--- src/rtl/warpv_ctrl_pkg.sv ---
// Shared types and constants for the warpv boot/run sequencer.
package warpv_ctrl_pkg;

   localparam int INSTR_W = 32;
   localparam int LANE_W  = 8;
   localparam int LANES   = INSTR_W / LANE_W;

   typedef enum logic [2:0] {
      st_idle  = 3'd0,
      st_load  = 3'd1,
      st_ready = 3'd2,
      st_run   = 3'd3,
      st_pass  = 3'd4,
      st_fail  = 3'd5
   } state_t;

   // Loader is only held off while a loaded image waits for start or the core runs.
   function automatic logic ld_open(input state_t s);
      return (s == st_idle) || (s == st_load) || (s == st_pass) || (s == st_fail);
   endfunction

endpackage

--- src/rtl/warpv_ld_packer.sv ---
// Packs loader bytes little-endian into instruction words, zero-padding a short final word.
// Latency: word_vld one cycle after the completing byte. Backpressure: none, caller gates byte_vld.
module warpv_ld_packer
   import warpv_ctrl_pkg::*;
#(
   parameter int WORD_W = INSTR_W
) (
   input  logic              clk,
   input  logic              reset,
   input  logic              byte_vld,
   input  logic [7:0]        byte_dat,
   input  logic              byte_last,
   output logic              word_done,
   output logic              word_vld,
   output logic [WORD_W-1:0] word_dat
);

   localparam int NL  = WORD_W / LANE_W;
   localparam int LCW = $clog2(NL);

   logic [NL-1:0][LANE_W-1:0] lanes_q;
   logic [NL-1:0][LANE_W-1:0] word_c;
   logic [LCW-1:0]            lane_q;

   // Lanes below the counter hold earlier bytes; the current byte lands at the counter; the rest are zero.
   always_comb begin
      word_c = '0;
      for (int i = 0; i < NL; i++) begin
         if (LCW'(i) < lane_q)
            word_c[i] = lanes_q[i];
         else if (LCW'(i) == lane_q)
            word_c[i] = byte_dat;
      end
   end

   assign word_done = byte_vld & (byte_last | (lane_q == LCW'(NL - 1)));

   always_ff @(posedge clk) begin
      if (!reset) begin
         lanes_q  <= '0;
         lane_q   <= '0;
         word_vld <= 1'b0;
         word_dat <= '0;
      end else begin
         word_vld <= word_done;
         if (byte_vld) begin
            if (word_done) begin
               lane_q   <= '0;
               word_dat <= word_c;
            end else begin
               lanes_q[lane_q] <= byte_dat;
               lane_q          <= lane_q + 1'b1;
            end
         end
      end
   end

endmodule

--- src/rtl/warpv_run_ctrl.sv ---
// Boot/run sequencer: loads imem from a byte stream, holds/releases core reset, watchdog, status led.
// Latency: all outputs registered, one cycle after the deciding input. Backpressure: ld_ready low in READY/RUN.
module warpv_run_ctrl
   import warpv_ctrl_pkg::*;
#(
   parameter int IMEM_AW     = 6,
   parameter int INSTR_W     = 32,
   parameter int WDOG_CYCLES = 2000,
   parameter int BLINK_DIV   = 50
) (
   input  logic               clk,
   input  logic               reset,
   input  logic               ld_valid,
   input  logic [7:0]         ld_data,
   input  logic               ld_last,
   output logic               ld_ready,
   input  logic               start,
   output logic               imem_we,
   output logic [IMEM_AW-1:0] imem_addr,
   output logic [INSTR_W-1:0] imem_wdata,
   output logic               core_reset,
   input  logic               core_halt,
   input  logic               core_pass,
   output logic               led,
   output logic [2:0]         state_o
);

   localparam int WDW = $clog2(WDOG_CYCLES) + 1;
   localparam int BCW = $clog2(BLINK_DIV) + 1;

   state_t           state_q, state_n;
   logic [IMEM_AW:0] waddr_q, waddr_n, base;
   logic [WDW-1:0]   wdog_q;
   logic [BCW-1:0]   blink_q;
   logic             acc, new_img, overflow, feed, word_done;

   warpv_ld_packer #(
      .WORD_W (INSTR_W)
   ) u_packer (
      .clk       (clk),
      .reset     (reset),
      .byte_vld  (feed),
      .byte_dat  (ld_data),
      .byte_last (ld_last),
      .word_done (word_done),
      .word_vld  (imem_we),
      .word_dat  (imem_wdata)
   );

   // waddr carries one extra bit so a full memory is distinguishable from an empty one.
   always_comb begin
      state_n  = state_q;
      acc      = ld_valid & ld_ready;
      new_img  = (state_q == st_idle) || (state_q == st_pass) || (state_q == st_fail);
      overflow = (state_q == st_load) & waddr_q[IMEM_AW];
      feed     = acc & ~overflow;
      base     = new_img ? '0 : waddr_q;
      waddr_n  = waddr_q;
      if (feed)
         waddr_n = word_done ? base + 1'b1 : base;

      case (state_q)
         st_idle, st_pass, st_fail: begin
            if (acc)
               state_n = ld_last ? st_ready : st_load;
            else if (start)
               state_n = st_run;
         end
         st_load: begin
            if (acc) begin
               if (overflow)
                  state_n = st_fail;
               else if (ld_last)
                  state_n = st_ready;
            end
         end
         st_ready: begin
            if (start)
               state_n = st_run;
         end
         st_run: begin
            if (core_halt)
               state_n = core_pass ? st_pass : st_fail;
            else if (wdog_q == WDW'(WDOG_CYCLES - 1))
               state_n = st_fail;
         end
         default: state_n = st_idle;
      endcase
   end

   always_ff @(posedge clk) begin
      if (!reset) begin
         state_q    <= st_idle;
         ld_ready   <= 1'b1;
         core_reset <= 1'b1;
         imem_addr  <= '0;
         waddr_q    <= '0;
         wdog_q     <= '0;
         blink_q    <= '0;
         led        <= 1'b0;
      end else begin
         state_q    <= state_n;
         ld_ready   <= ld_open(state_n);
         core_reset <= (state_n != st_run);
         waddr_q    <= waddr_n;
         imem_addr  <= (feed & word_done) ? base[IMEM_AW-1:0] : waddr_n[IMEM_AW-1:0];
         wdog_q     <= (state_q == st_run && state_n == st_run) ? wdog_q + 1'b1 : '0;

         // FAIL lights the led on entry, then inverts it every BLINK_DIV cycles.
         if (state_n == st_fail) begin
            if (state_q != st_fail) begin
               led     <= 1'b1;
               blink_q <= '0;
            end else if (blink_q == BCW'(BLINK_DIV - 1)) begin
               led     <= ~led;
               blink_q <= '0;
            end else begin
               blink_q <= blink_q + 1'b1;
            end
         end else begin
            led     <= (state_n == st_pass);
            blink_q <= '0;
         end
      end
   end

   assign state_o = state_q;

endmodule

--- config.mk ---
export PLATFORM = sky130hd
export DESIGN_NAME = warpv_run_ctrl
export DESIGN_NICKNAME = d
export VERILOG_FILES = /design/src/rtl/warpv_ctrl_pkg.sv /design/src/rtl/warpv_ld_packer.sv /design/src/rtl/warpv_run_ctrl.sv
export SDC_FILE = /design/constraint.sdc
export NUM_CORES = 1
export LEC_CHECK = 0
export CAP_MARGIN = 20
export CORE_AREA = 2 2 98 91
export DETAILED_ROUTE_END_ITERATION = 7
export DIE_AREA = 0 0 100 93
export GPL_TIMING_DRIVEN = 1
export HOLD_SLACK_MARGIN = 0.08
export PLACE_DENSITY = 0.7
export SYNTH_ARGS = -nofsm -noshare
export SYNTH_HDL_FRONTEND = slang
export SYNTH_SLANG_ARGS = --single-unit
--- constraint.sdc ---
create_clock -name clk -period 2.2 [get_ports clk]
set_input_delay 0.44 -clock clk [delete_from_list [all_inputs] [get_ports clk]]
set_output_delay 0.44 -clock clk [all_outputs]
set_load 0.1 [all_outputs]
After elaboration in Yosys (flattened, before gate mapping)
Index checks and enable logic that the tools add are counted.
- add/sub/neg operators: 4
- order comparisons: 6
- eq/ne operators: 18
- mux-type cells: 29
- bitwise gates (word level): 11
- reduce and logical (&&, ||, !) cells: 15
- operator list (operator ; count):
    $mux W8 ; 9
    $bwmux W32 ; 1
    $mux W3 ; 7
    $demux W8 S2 ; 1
    $add A7 B1 Y7 const B ; 2
    $mux W7 ; 2
    $add A12 B1 Y12 const B ; 1
    $eq A12 B11 Y1 const B ; 1
    $eq A3 B3 Y1 const B ; 4
    $mux W6 ; 2
    $pmux W3 S4 ; 1
    $eq A3 B2 Y1 const B ; 3
    $eq A7 B6 Y1 const B ; 1
    $eq A3 B1 Y1 const B ; 2
    $logic_not A3 Y1 ; 2
    $reduce_and A2 Y1 ; 3
    $and A1 B1 Y1 ; 5
    $logic_or A1 B1 Y1 ; 5
    $not A1 Y1 ; 5
    $eq A2 B2 Y1 const A ; 2
    $lt A1 B2 Y1 const A ; 2
    $lt A2 B2 Y1 const A ; 2
    $mux W1 ; 4
    $mux W2 ; 2
    other kinds (13) ; 14
- register bits: 105
- input port bits: 15
- output and inout port bits: 45
- word-level logic and storage cells: 99

Depth between registers and ports, before layout
Gate-level depths: netlist of run 1.
- depth in word-level cells: 9
- depth in mapped cells: 9

By module
From an unflattened synthesis of run 1, not the netlist that was laid out.
- cells, all modules: 451
- area total of the unflattened synthesis: 4260.3 sq um
- by module, submodules not included (module ; instances ; cells an instance ; area an instance (sq um) ; seq. area each (sq um)):
    warpv_ld_packer ; 1 ; 264 ; 2442.3 ; 1181.1
    warpv_run_ctrl ; 1 ; 187 ; 1818.0 ; 760.7

Worst setup path before layout of run 1
No wires, ideal clock.
- kind: reg2reg
- start: register state_q[0] (netlist: state_o[0])
- end: register waddr_q[4]
- arrival time: 2.316 ns
- data required time: 2.130 ns
- path slack: -0.186 ns
- stages on the path, launching flop included: 9
- buffers on the path: 1
- clock period less this slack: 2.386 ns
- path through: dfxtp_1 nor2b_1 buf_2 nor2_1 nor2b_1 ha_1 nand3_1 a2111o_1 a21oi_1
- cells in the longest elaborated chain, start to end: 7
- RTL lines (element ; RTL line ; source):
    start, declared ; warpv_run_ctrl.sv:31 ; state_t state_q, state_n;
    start signal, assigned ; warpv_run_ctrl.sv:93 ; state_q <= st_idle;
    start signal, assigned ; warpv_run_ctrl.sv:102 ; state_q <= state_n;
    $eq A3 B3 Y1, or another cell as far along ; warpv_run_ctrl.sv:54 ; new_img = (state_q == st_idle) || (state_q == st_pass) || (state_q == st_fail);
    $logic_or A1 B1 Y1 or $and A1 B1 Y1 (tied branches) ; warpv_run_ctrl.sv:54, warpv_run_ctrl.sv:55 ;
    $logic_or A1 B1 Y1 or $not A1 Y1 (tied branches) ; warpv_run_ctrl.sv:54, warpv_run_ctrl.sv:56 ;
    $mux W7 or $and A1 B1 Y1 (tied branches) ; warpv_run_ctrl.sv:57, warpv_run_ctrl.sv:56 ;
    $add A7 B1 Y7 or $and A1 B1 Y1 (tied branches) ; warpv_run_ctrl.sv:60, warpv_ld_packer.sv:36 ;
    $mux W7 ; warpv_run_ctrl.sv:60 ; waddr_n = word_done ? base + 1'b1 : base;
    $mux W6 (*) ; warpv_run_ctrl.sv:59 ; if (feed)
    end signal, assigned ; warpv_run_ctrl.sv:105 ; waddr_q <= waddr_n;
    end, declared ; warpv_run_ctrl.sv:32 ; logic [IMEM_AW:0] waddr_q, waddr_n, base;
Mark *: on every way between the ends. The rest lies on a longest branch, timed or not.
A chain may end at the register's enable or synchronous reset.

Final worst setup path of run 1
- start: register u_packer.lane_q[0]
- end: register u_packer.word_dat[17]
- cells in the longest elaborated chain, start to end: 4
- RTL lines (element ; RTL line ; source):
    start, declared ; warpv_ld_packer.sv:23 ; logic [LCW-1:0] lane_q;
    start signal, assigned ; warpv_ld_packer.sv:52 ; lane_q <= lane_q + 1'b1;
    $eq A2 B2 Y1 ; warpv_ld_packer.sv:36 ; assign word_done = byte_vld & (byte_last | (lane_q == LCW'(NL - 1)));
    $or A1 B1 Y1 ; warpv_ld_packer.sv:36 ;
    $and A1 B1 Y1 ; warpv_ld_packer.sv:36 ;
    $reduce_and A2 Y1 (no line) ; - ;
    end signal, assigned ; warpv_ld_packer.sv:49 ; word_dat <= word_c;
    end, declared ; warpv_ld_packer.sv:15 ; output logic [WORD_W-1:0] word_dat
Several ways; a longest one is shown, not always the timed one.

==> results of run 1 <==
[cells in the mapped netlist, types with 3 or more instances]
cell type | number | area [um2]
a21oi_1 | 8 | 40.0
nor2b_1 | 4 | 25.0
clkbuf_1 | 21 | 78.8
a22oi_1 | 8 | 60.1
nor3_1 | 29 | 145
dfxtp_1 | 97 | 1940
nand2_1 | 30 | 113
xor2_1 | 5 | 43.8
ha_1 | 8 | 100
and3_1 | 15 | 93.8
nand2b_1 | 3 | 18.8
nand3_1 | 35 | 175
o211ai_1 | 4 | 30.0
xnor2_1 | 12 | 105
nor2_1 | 61 | 229
o21ai_0 | 27 | 135
mux2i_1 | 8 | 80.1
a211oi_1 | 26 | 195
buf_2 | 5 | 25.0
nand4_1 | 6 | 37.5
inv_1 | 10 | 37.5
a21boi_0 | 4 | 30.0
[cells by family (layout without fill, tap and decap cells)]
logic type | Yosys count | in the layout | share of synthesized area, %
DFF | 97 | 97 | 48.3
adders and majority gates | 8 | 8 | 2.49
AOI/OAI and AO/OA | 92 | 92 | 15.4
buffers and inverters | 39 | 105 | 4.08
xor gates and xnor gates | 17 | 17 | 3.70
and+or+nand+nor | 197 | 197 | 23.7
muxes | 9 | 9 | 2.27
[where the power goes]
group          internal, mW  switching (mW)
clock                 0.530           0.628
sequential             1.82          0.0487
combinational         0.200           0.567
[flip-flops by register name, indices dropped and copies added (netlist names), 2 cells and up]
name               cells
waddr_q                7
u_packer.lanes_q      24
imem_addr              6
blink_q                7
state_o                3
u_packer.lane_q        2
wdog_q                12
u_packer.word_dat     32
[cell type report]
type	count	area [um2]	share of cell area [%]
multi-input combinational	323	1920	39.4
timing repair buffer	79	641	13.2
clock buffer	10	128	2.62
clock inverter	6	68.8	1.41
sequential	97	1950	40.0
tap	102	128	2.62
inverter	10	37.5	0.771
[metrics by stage]
stage	setup slack, ns	hold WS (ns)
CTS	0.319	0.459
detailed placement	-0.0218	0.440
floorplan	0.178	0.418
finish	0.310	0.454
global route	0.196	0.491
global placement	-0.00462	0.431
[per-layer routing]
| metal | share of wire (%) | vias to the layer above | GRT usage (%) |
|---|---|---|---|
| met1 | 49 | 1615 | 31.5 |
| met2 | 44 | 100 | 30.7 |
| met4 | 1.6 | 0 | 7.88 |
| met3 | 5.1 | 13 | 3.36 |
| met5 | 0 | - | 0 |
| li1 | - | 1757 | - |
[critical path, cell delays in order (launching register included)]
cell and delay (ns):
dfxtp_1 0.40, ha_1 0.21, nor2_2 0.06, or3_1 0.49, buf_4 0.23, a211oi_1 0.29, nor3_1 0.08
[worst paths after layout]
check / depth (start not counted) / startpoint / end
max: 6 / u_packer.lane_q[0] / u_packer.word_dat[17]
min: 1 / wdog_q[0] / wdog_q[0]
max reg2reg: 6 / u_packer.lane_q[0] / u_packer.word_dat[17]
min reg2reg: 1 / wdog_q[0] / wdog_q[0]
[cells in the final DEF, fill, tap and decap left out, types with 3 or more instances in the layout]
cell,n
dfxtp_1,93
buf_4,64
nor2_1,61
nand3_1,35
nand2_1,30
nor3_1,29
o21ai_0,27
a211oi_1,26
and3_1,15
clkdlybuf4s50_1,14
xnor2_1,12
inv_1,10
clkbuf_8,9
a22oi_1,8
mux2i_1,8
a21oi_1,8
ha_1,8
nand4_1,6
xor2_1,5
nor2b_1,4
a21boi_0,4
o211ai_1,4
dfxtp_2,4
nand2b_1,3
clkinv_4,3
==> run summary, run 1 <==
Pleak: 1.89 nW
largest net degree at the start of global routing: 43
DIE WIDTH: 100 um
clock tree buffer depth: 2
final setup fails: 0
clk sink count: 97
DRT antenna net count: 0
Post-CTS Hold Buffers: 0
Core Area: 8330 um2
Post-DP HPWL: 6640 um
drt wl/cell: 15.3 um
DRC: 0
FF+latch count, synth: 97
fin util: 58.5%
final max-slew violation count: 0
gp weighted congestion: 0.885
number of I/O pins: 60
Die ar.: 9300 um2
Hold WC Path Type: flip-flop to flip-flop
CP endpoint kind: flip-flop
clock skew: 0.0126 ns
final period utilization: 85.9%
Fillers: 749
measured slew at the worst slew-check pin: 0.807 ns
Post-synth EDFFs: 0
Pwr Total: 3.79 mW
ys flop type: dfxtp_1
Vias: 3485
Resized Gates After CTS: 0
global-route wire length before repair: 15500 um
Cell Pwr Density: 779 nW/um2
Total GRT Usage: 21.1%
vias per cell: 5.56
Die Y: 93 um
Netlist cell types: 48
clock latency at the later pin of the worst-skew pair: 0.36 ns
Layout Cells excl Fill: 627
TritonRoute pass-1 iters: 5
design area: 4870 um2
total of max-cap violations: 0
number of global-route vias before repair: 3044
I/O Buffers: 59
Crit Path Class: flip-flop to flip-flop
Placed Area: 4670 um2
ant diodes: 0
number of buffers added for setup after CTS: 0
TritonCTS buffer count: 9
gr ovfl total: 0
CTS tree: built
fin crit period: 1.89 ns
clk slew on worst S/H paths: 0.09 ns
Worst VDD drop: 381 uV
Setup TNS Final: 0 ns
initial DRC count: 215
Worst EP arrival: 2.13 ns
clk root buf: clkbuf_8
mean post-synth cell area: 8.76 um2
post-synth net total: 482
Area Growth Syn to Fin: 21.1%
Peak Freq: 0.529 GHz
sequential fraction of the synthesis area: 48.3%
ys async rst share: 0%
r2r setup slk: 0.31 ns
Row Count: 32
nets@finish: 543
total wire length: 9620 um
synth warn: 0
placed insts: 611
Critical Path RT: 2.44 ns
outcome: finished clean
CP Max Fanout: 11
Max H-tree Level: 3
Critical Path Start Type: flip-flop
Initial Util: 48.3%
antenna violations before repair: 0
setup repair after global routing missed its margin: false
layout cell share with drive strength beyond 1: 17.0%
synthesized instance count: 459
worst rel slew slack: 46.0%
Hold Vio Cnt, Final: 0
Cell Area, Synth: 4020 um2
No activity file was read; power rests on OpenSTA's default activity.
==> run 2: changes to the inputs <==
--- a/config.mk
+++ b/config.mk
@@ -5,13 +5,14 @@
 export SDC_FILE = /design/constraint.sdc
 export NUM_CORES = 1
 export LEC_CHECK = 0
+export ABC_CLOCK_PERIOD_IN_PS = 2200
 export CAP_MARGIN = 20
-export CORE_AREA = 2 2 98 91
+export CORE_AREA = 2 2 104 96
 export DETAILED_ROUTE_END_ITERATION = 7
-export DIE_AREA = 0 0 100 93
+export DIE_AREA = 0 0 106 98
 export GPL_TIMING_DRIVEN = 1
 export HOLD_SLACK_MARGIN = 0.08
-export PLACE_DENSITY = 0.7
+export PLACE_DENSITY = 0.63
 export SYNTH_ARGS = -nofsm -noshare
 export SYNTH_HDL_FRONTEND = slang
 export SYNTH_SLANG_ARGS = --single-unit
==> run summary, run 2 (synthesis results as in run 1) <==
outcome: finished clean (unchanged)
Row Count: 34 (was 32)
total of max-cap violations: 0 (unchanged)
Resized Gates After CTS: 0 (unchanged)
CP max stage delay: 0.48 ns (was 0.49 ns)
setup repair after global routing missed its margin: false (unchanged)
Worst EP arrival: 2.22 ns (was 2.13 ns)
Core Area: 9400 um2 (was 8330 um2)
measured slew at the worst slew-check pin: 0.838 ns (was 0.807 ns)
Register Area: 1950 um2 (unchanged)
largest register by flop count: u_packer.word_dat (unchanged)
Hold WC Path Type: flip-flop to flip-flop (unchanged)
design area: 4900 um2 (was 4870 um2)
total wire length: 9990 um (was 9620 um)
gr ovfl total: 0 (unchanged)
fin crit period: 1.96 ns (was 1.89 ns)
clk slew on worst S/H paths: 0.10 ns (was 0.09 ns)
layout cell share with drive strength beyond 1: 17.0% (about the same)
Post-DP HPWL: 6920 um (was 6640 um)
Cell Pwr Density: 766 nW/um2 (was 779 nW/um2)
Die Y: 98 um (was 93 um)
CP Max Fanout: 16 (was 11)
clock skew: 0.0111 ns (was 0.0126 ns)
gp weighted congestion: 0.860 (was 0.885)
global-route wire length before repair: 16400 um (was 15500 um)
clk root buf: clkbuf_8 (unchanged)
number of buffers added for setup after CTS: 0 (unchanged)
Total GRT Usage: 19.8% (was 21.1%)
Hold Vio Cnt, Final: 0 (unchanged)
largest net degree at the start of global routing: 45 (was 43)
Placed Area: 4710 um2 (was 4670 um2)
nets@finish: 542 (was 543)
Critical Path Start Type: flip-flop (unchanged)
ant diodes: 0 (unchanged)
CP max-delay cell: or3_1 (unchanged)
TritonRoute pass-1 iters: 4 (was 5)
Max H-tree Level: 3 (unchanged)
Vias: 3476 (was 3485)
Critical Path RT: 2.46 ns (was 2.44 ns)
Worst VDD drop: 374 uV (was 381 uV)
CP Cell Sequence: ha_1, nor2_2, or3_1, buf_4, o311ai_1, o41ai_1 (was ha_1, nor2_2, or3_1, buf_4, a211oi_1, nor3_1)
Fillers: 921 (was 749)
CP endpoint kind: flip-flop (unchanged)
worst hold path depth: 1 (unchanged)
clk sink count: 97 (unchanged)
final period utilization: 89.0% (was 85.9%)
Largest regs: u_packer.word_dat x32, u_packer.lanes_q x24, wdog_q x12 (unchanged)
Post-CTS Hold Buffers: 0 (unchanged)
DRC: 0 (unchanged)
clock tree buffer depth: 2 (unchanged)
DIE WIDTH: 106 um (was 100 um)
final max-slew violation count: 0 (unchanged)
Die ar.: 10400 um2 (was 9300 um2)
commonest non-fill, non-tap cells in the layout: 93 x dfxtp_1, 62 x buf_4, 61 x nor2_1 (was 93 x dfxtp_1, 64 x buf_4, 61 x nor2_1)
Initial Util: 42.7% (was 48.3%)
final setup fails: 0 (unchanged)
number of I/O pins: 60 (unchanged)
fin util: 52.1% (was 58.5%)
Pleak: 1.89 nW (about the same)
clock latency at the later pin of the worst-skew pair: 0.37 ns (was 0.36 ns)
Peak Freq: 0.511 GHz (was 0.529 GHz)
antenna violations before repair: 0 (unchanged)
number of global-route vias before repair: 3272 (was 3044)
Crit Path Class: flip-flop to flip-flop (unchanged)
drt wl/cell: 15.4 um (was 15.3 um)
CTS tree: built (unchanged)
DRT antenna net count: 0 (unchanged)
TritonCTS buffer count: 9 (unchanged)
Area Growth Syn to Fin: 21.9% (was 21.1%)
most common cell after layout, fill and taps aside: dfxtp_1 (unchanged)
Worst Reg-to-Reg Cells: 6 (unchanged)
vias per cell: 5.35 (was 5.56)
I/O Buffers: 59 (unchanged)
worst rel slew slack: 43.9% (was 46.0%)
initial DRC count: 165 (was 215)
area of the multi-input gates: 1920 um2 (unchanged)
max reg flops: 32 (unchanged)
run 2: cell count changes in the layout (fill, tap and decap cells not counted), sizes merged:
cell and delta:
bufinv -1, clkinv -1, inv +1, buf -1
clkbuf +1
run 2: stage by stage:
| step | TNS [ns] | hold WS, ns | setup WS (ns) | std cells | total power, mW |
|---|---|---|---|---|---|
| after floorplan | 0 | 0.418 | 0.178 | 459 | 2.46 |
| after global placement | -0.0448 | 0.431 | -0.0331 | 634 | 2.67 |
| after detailed placement | -0.196 | 0.447 | -0.0686 | 634 | 2.68 |
| after CTS | 0 | 0.467 | 0.228 | 650 | 3.79 |
| after global routing | 0 | 0.490 | 0.0903 | 650 | 3.91 |
| final | 0 | 0.459 | 0.241 | 650 | 3.75 |
run 2: final timing paths:
path                      start  slack (ns)          to
max          u_packer.lane_q[0]        0.24  waddr_q[6]
min                   wdog_q[0]        0.46   wdog_q[0]
max reg2reg  u_packer.lane_q[0]        0.24  waddr_q[6]
min reg2reg           wdog_q[0]        0.46   wdog_q[0]
run 2: layout make-up:
type	instances	area share [%]
Inverter	10	0.766
Tap cell	126	3.22
Timing Repair Buffer	78	13.2
Clock buffer	11	3.09
Sequential cell	97	39.8
Multi-Input combinational cell	323	39.2
Clock inverter	5	0.792
run 2: report_power, final:
part	switching, mW	total (mW)	internal, mW
clock network	0.634	1.11	0.479
registers	0.0491	1.87	1.82
logic	0.568	0.770	0.202
total	1.25	3.75	2.50
run 2: worst max-delay path, delay by kind of cell (launching register included):
kind / cells / cell delay (ns)
AO/OA/AOI/OAI: 2 / 0.40
adder cells (fa/ha/maj): 1 / 0.23
buffers and inverters: 1 / 0.25
AND/OR/NAND/NOR: 2 / 0.54
flip-flops: 1 / 0.42
run 2: per-layer routing:
metal	global-route usage (%)	wire, um	vias to the layer above
met5	0	0	-
met4	7.09	162	0
li1	-	-	1765
met1	27.8	4900	1608
met3	4.61	631	13
met2	29.9	4300	90
